<file path="config.mk">
export PLATFORM = sky130hd
export DESIGN_NAME = fifo_1ton_sc
export DESIGN_NICKNAME = d
export VERILOG_FILES = /design/src/rtl/fifo_1ton_sc.sv
export SDC_FILE = /design/constraint.sdc
export NUM_CORES = 1
export LEC_CHECK = 0
export CAP_MARGIN = 20
export CORE_MARGIN = 1.5
export CORE_UTILIZATION = 50
export CTS_CLUSTER_DIAMETER = 100
export DETAILED_ROUTE_END_ITERATION = 10
export DONT_BUFFER_PORTS = 1
export GPL_TIMING_DRIVEN = 0
export HOLD_SLACK_MARGIN = 0.05
export SLEW_MARGIN = 0
export SYNTH_ARGS = -nofsm -noshare
export SYNTH_HDL_FRONTEND = slang
export SYNTH_SLANG_ARGS = --single-unit
</file>
<file path="constraint.sdc">
create_clock -name clock -period 11.5 [get_ports clock]
set_input_delay 1.725 -clock clock [delete_from_list [all_inputs] [get_ports clock]]
set_output_delay 1.725 -clock clock [all_outputs]
set_load 0.1 [all_outputs]
</file>
<file path="src/rtl/fifo_1ton_sc.sv">
// Single-clock packing FIFO: gathers NSIZE elements of DSIZE bits into one output
// word, with flush-to-close partial words, first-word-fall-through reads and error pulses.
module fifo_1ton_sc #(
  parameter int                 DSIZE     = 8,
  parameter int                 NSIZE     = 4,
  parameter int                 DEPTH     = 16,
  parameter int                 ALMOST    = 2,
  parameter logic [DSIZE-1:0]   DEF_VALUE = '0,
  parameter string              MSB_FIRST = "ON",
  localparam int                AW        = $clog2(DEPTH),
  localparam int                CW        = AW + 1,
  localparam int                SF        = $clog2(NSIZE),
  localparam int                WW        = DSIZE * NSIZE
) (
  input  logic              clock,
  input  logic              rst_n,
  input  logic              wr_en,
  input  logic [DSIZE-1:0]  wr_data,
  input  logic              wr_flush,
  output logic              wr_full,
  output logic              wr_almost_full,
  output logic [CW+SF-1:0]  wr_count,
  output logic              wr_err,
  input  logic              rd_en,
  output logic [WW-1:0]     rd_data,
  output logic              rd_vld,
  output logic              rd_empty,
  output logic              rd_last,
  output logic              rd_almost_empty,
  output logic [CW-1:0]     rd_count,
  output logic              rd_err
);

  localparam int             LW       = (SF > 0) ? SF : 1;
  localparam bit             MSB_ON   = (MSB_FIRST == "ON");
  localparam logic [WW-1:0]  DEF_WORD = {NSIZE{DEF_VALUE}};

  logic [WW-1:0]   mem [DEPTH];
  logic [DEPTH-1:0] last_mem;
  logic [WW-1:0]   asm_q, asm_next, hold_q;
  logic            hold_last_q;
  logic [LW-1:0]   lane_q;
  logic [AW-1:0]   wptr_q, rptr_q;
  logic [CW-1:0]   count_q;
  logic            wr_err_q, rd_err_q;

  logic full, vld, wr_acc, lane_end, flush_ok, commit, pop;

  assign full     = (count_q == CW'(DEPTH));
  assign vld      = (count_q != '0);
  assign wr_acc   = wr_en && !full;
  assign lane_end = (lane_q == LW'(NSIZE - 1));
  assign flush_ok = wr_flush && !full && ((lane_q != '0) || wr_acc);
  assign commit   = (wr_acc && lane_end) || flush_ok;
  assign pop      = rd_en && vld;

  // Unfilled lanes of asm_q already hold DEF_VALUE, so a flush commits asm_next as is.
  always_comb begin
    asm_next = asm_q;
    for (int i = 0; i < NSIZE; i++) begin
      if (wr_acc && (lane_q == LW'(i))) begin
        if (MSB_ON) asm_next[(NSIZE-1-i)*DSIZE +: DSIZE] = wr_data;
        else        asm_next[i*DSIZE +: DSIZE]           = wr_data;
      end
    end
  end

  always_ff @(posedge clock) begin
    if (commit) begin
      mem[wptr_q]      <= asm_next;
      last_mem[wptr_q] <= flush_ok;
    end
  end

  always_ff @(posedge clock or negedge rst_n) begin
    if (!rst_n) begin
      asm_q       <= DEF_WORD;
      lane_q      <= '0;
      wptr_q      <= '0;
      rptr_q      <= '0;
      count_q     <= '0;
      hold_q      <= DEF_WORD;
      hold_last_q <= 1'b0;
      wr_err_q    <= 1'b0;
      rd_err_q    <= 1'b0;
    end else begin
      if (commit) begin
        asm_q  <= DEF_WORD;
        lane_q <= '0;
        wptr_q <= wptr_q + AW'(1);
      end else if (wr_acc) begin
        asm_q  <= asm_next;
        lane_q <= lane_q + LW'(1);
      end
      if (pop) rptr_q <= rptr_q + AW'(1);
      if (commit && !pop)      count_q <= count_q + CW'(1);
      else if (!commit && pop) count_q <= count_q - CW'(1);
      // Remember the word on show so the outputs hold once the FIFO drains.
      if (vld) begin
        hold_q      <= mem[rptr_q];
        hold_last_q <= last_mem[rptr_q];
      end
      wr_err_q <= (wr_en || wr_flush) && full;
      rd_err_q <= rd_en && !vld;
    end
  end

  assign rd_data         = vld ? mem[rptr_q] : hold_q;
  assign rd_last         = vld ? last_mem[rptr_q] : hold_last_q;
  assign rd_vld          = vld;
  assign rd_empty        = !vld;
  assign rd_count        = count_q;
  assign rd_almost_empty = (count_q <= CW'(ALMOST));
  assign rd_err          = rd_err_q;
  assign wr_full         = full;
  assign wr_almost_full  = (count_q >= CW'(DEPTH - ALMOST));
  assign wr_count        = (CW+SF)'(count_q) * (CW+SF)'(NSIZE) + (CW+SF)'(lane_q);
  assign wr_err          = wr_err_q;

endmodule

</file>
==> summary.txt <==
Logic synthesis
  – Register area share after synthesis: 75.3%
  – Largest family of logic cells by synthesized area: multiplexers
  – Post-Synth Adder-Cell Area: 0.820%
  – Post-synthesis mux area share: 17.0%
  – Synth Instances: 1130
  – Number of library cell types mapped by synthesis: 39
  – Area of the mapped netlist: 0.0238 sq mm
  – Syn Nets: 1158
  – Number of synthesized flops with an enable pin: 528
  – Syn avg cell area: 21.1 sq um
  – Async S/R FF share, synth: 13.4%
  – Most common cell in the netlist: edfxtp_1
  – Cell taking the most area after synthesis: edfxtp_1
  – Dominant cells by area after synthesis: edfxtp_1, mux4_2, dfrtp_1
  – Synth Area in XOR/XNOR: 0.368%
  – Simple-Gate Fraction of Synth Area: 2.17%
  – Ys flop type: edfxtp_1
  – Share of the synthesized area in the top cell type: 66.6%
  – Post-synthesis compound-gate area fraction: 2.76%
  – Ys Warns: 0
  – Most frequent cells after synthesis: edfxtp_1, mux4_2, dfrtp_1
  – Yosys reg bits: 610

Setup path
  – Crit end category: primary output
  – Req. time, crit path: 9.78 ns
  – Slowest CP cell: a221o_1
  – Max incr delay on CP: 0.99 ns
  – Cells along the critical path: or3_1 -> or3_1 -> buf_6 -> inv_2 -> clkbuf_2 -> a221o_1
  – CP Data Arrival Time: 4.34 ns
  – Top cell by count, worst path: or3_1
  – CP max FO: 10
  – WS Path Type: flop to primary output
  – Critical Path Start Type: flop

Routing
  – Drt first pass iters: 11
  – Vias per cell: 6.11
  – Avg WL per Cell: 29.2 um
  – Detail Route Antenna Nets: 0
  – DR vias: 11500
  – Starting DRT DRC Count: 1000
  – DRT Wirelength: 55.0 mm
  – Residual DRC count: 8

Timing
  – Slew Viols, Final: 0
  – Hold_ws: 0.496 ns
  – Achievable frequency: 165 MHz
  – Hold Fails Final Rpt: 0
  – RSZ-0062 raised after global routing: false
  – Final setup viols: 0
  – Final Skew: 0.0274 ns
  – Final Cycle Share: 52.7%
  – Sum Neg Setup Slack: 0 ns
  – Final WS setup: 5.44 ns
  – Worst slew pin tran: 1.18 ns
  – Worst slew margin: 21.5%
  – Min cycle time layout: 6.06 ns

Floorplan
  – Die footprint: 0.0489 sq mm
  – I/O Pins: 65
  – Die X: 221 um
  – Initial Util: 50.9%
  – Die Span Y: 221 um
  – Core Rows: 79
  – Core area: 0.0468 sq mm

Global route
  – GR Overflow Total: 0
  – Largest net degree at the start of global routing: 83
  – GRT Overall Usage: 23.1%
  – Antenna violations before repair: 0
  – Vias in the first global route: 11800
  – First-pass GRT wire length: 81.1 mm

Clock tree
  – Clock-pin slew on the worst setup and hold paths: 0.06 ns
  – H-tree levels: 2
  – Post_cts resized: 0
  – Hold-fix buffers, CTS: 0
  – Clk buf depth: 3
  – Num CTS Buffers: 60
  – CTS Root Cell: clkbuf_16
  – CTS tree: built
  – Clock Sinks: 610
  – Insertion delay to the later sink of the worst-skew pair: 0.62 ns
  – Setup Fix Bufs, Post-CTS: 0

Finish
  – Multi-input logic area: 0.00561 sq mm
  – Final #Nets: 1252
  – Layout cells sized above 1: 29.7%
  – Register area: 0.0179 sq mm
  – Area growth syn-to-layout: 14.0%
  – # fillers: 3421
  – Util after Layout: 58.0%

Outcome
  – Failing checks: DRC
  – Status: finished, violations left

Placed design
  – Placer congestion estimate: 0.763
  – I/O Buffers: 0
  – Hpwl dp: 34.8 mm
  – Pre-CTS WS: 6.10 ns

Run
  – Max_cap viols: 0

Min path
  – Hold Crit Class: flop to flop
## through the flow
stage               area (sq um)  std cells
floorplan                  23800       1130
global placement           24600       1737
detailed placement         25200       1767
CTS                        27100       1881
global route               27100       1883
finish                     27100       1885
## layout make-up
class	count	area share, %
clock buffer	80	6.07
tap	607	2.80
clock inverter	34	1.01
sequential	610	66.0
multi-input combinational	441	20.7
antenna	2	0.0184
buffer	68	1.27
inverter	11	0.152
timing repair buffer	32	1.98
## final timing paths
check | to | slack [ns] | depth (start not counted) | start
setup / recovery | rd_data[29] | 5.44 | 6 | rd_count[2]$_DFFE_PN0P_
hold / removal | asm_q[4]$_DFFE_PN0P_ | 0.50 | 1 | asm_q[4]$_DFFE_PN0P_
setup reg to reg | mem[0][23]$_DFFE_PP_ | 6.54 | 9 | rd_count[1]$_DFFE_PN0P_
hold reg to reg | asm_q[4]$_DFFE_PN0P_ | 0.50 | 1 | asm_q[4]$_DFFE_PN0P_
max in group asynchronous | hold_q[22]$_DFF_PN0_ | 10.49 | 0 | rst_n
min in group asynchronous | hold_q[3]$_DFF_PN0_ | 0.79 | 0 | rst_n
## cell usage in the layout, fill, tap and decap left out, types with 19 or more instances in the layout
master / instances
edfxtp_1: 528
mux4_2: 132
dfrtp_1: 82
mux2_2: 65
clkbuf_16: 61
clkbuf_1: 40
mux2i_1: 34
nor3_1: 33
a221o_1: 32
buf_2: 26
a22o_1: 24
nand2_1: 21
clkinv_2: 19
## state kept, by name, summed over array words and instances, names as in the netlist
name / flops
mem: 512
asm_q: 32
hold_q: 32
last_mem: 16
rd_count: 5
rptr_q: 4
wptr_q: 4
lane_q: 2
hold_last_q: 1
rd_err: 1
wr_err: 1
## metal layers
| layer | track usage [%] | vias up | routed length [um] |
|---|---|---|---|
| met5 | 0 | - | 0 |
| met3 | 4.12 | 80 | 3370 |
| met2 | 36.2 | 358 | 26000 |
| met1 | 33.6 | 6226 | 24300 |
| met4 | 6.63 | 0 | 1250 |
| li1 | - | 4859 | - |
## worst max-delay path, delay by kind of cell, from the launching register on
kind | cells | cell delay [ns]
compound gates | 1 | 0.99
flops | 1 | 0.80
buf+inv | 3 | 1.03
simple gates | 2 | 0.87
## cell families (layout without fill, tap and decap cells)
family / count (synthesis) / in the layout
AO/OA/AOI/OAI: 77 / 77
XOR/XNOR: 10 / 10
adder cells (fa/ha/maj): 15 / 15
buffers and inverters: 79 / 225
flip-flops: 610 / 610
multiplexers: 231 / 231
other: 0 / 2
AND/OR/NAND/NOR: 108 / 108
Power is left out: the tool's default activity adds up to more than one toggle a clock period on the data nets, which glitch-free logic cannot reach.
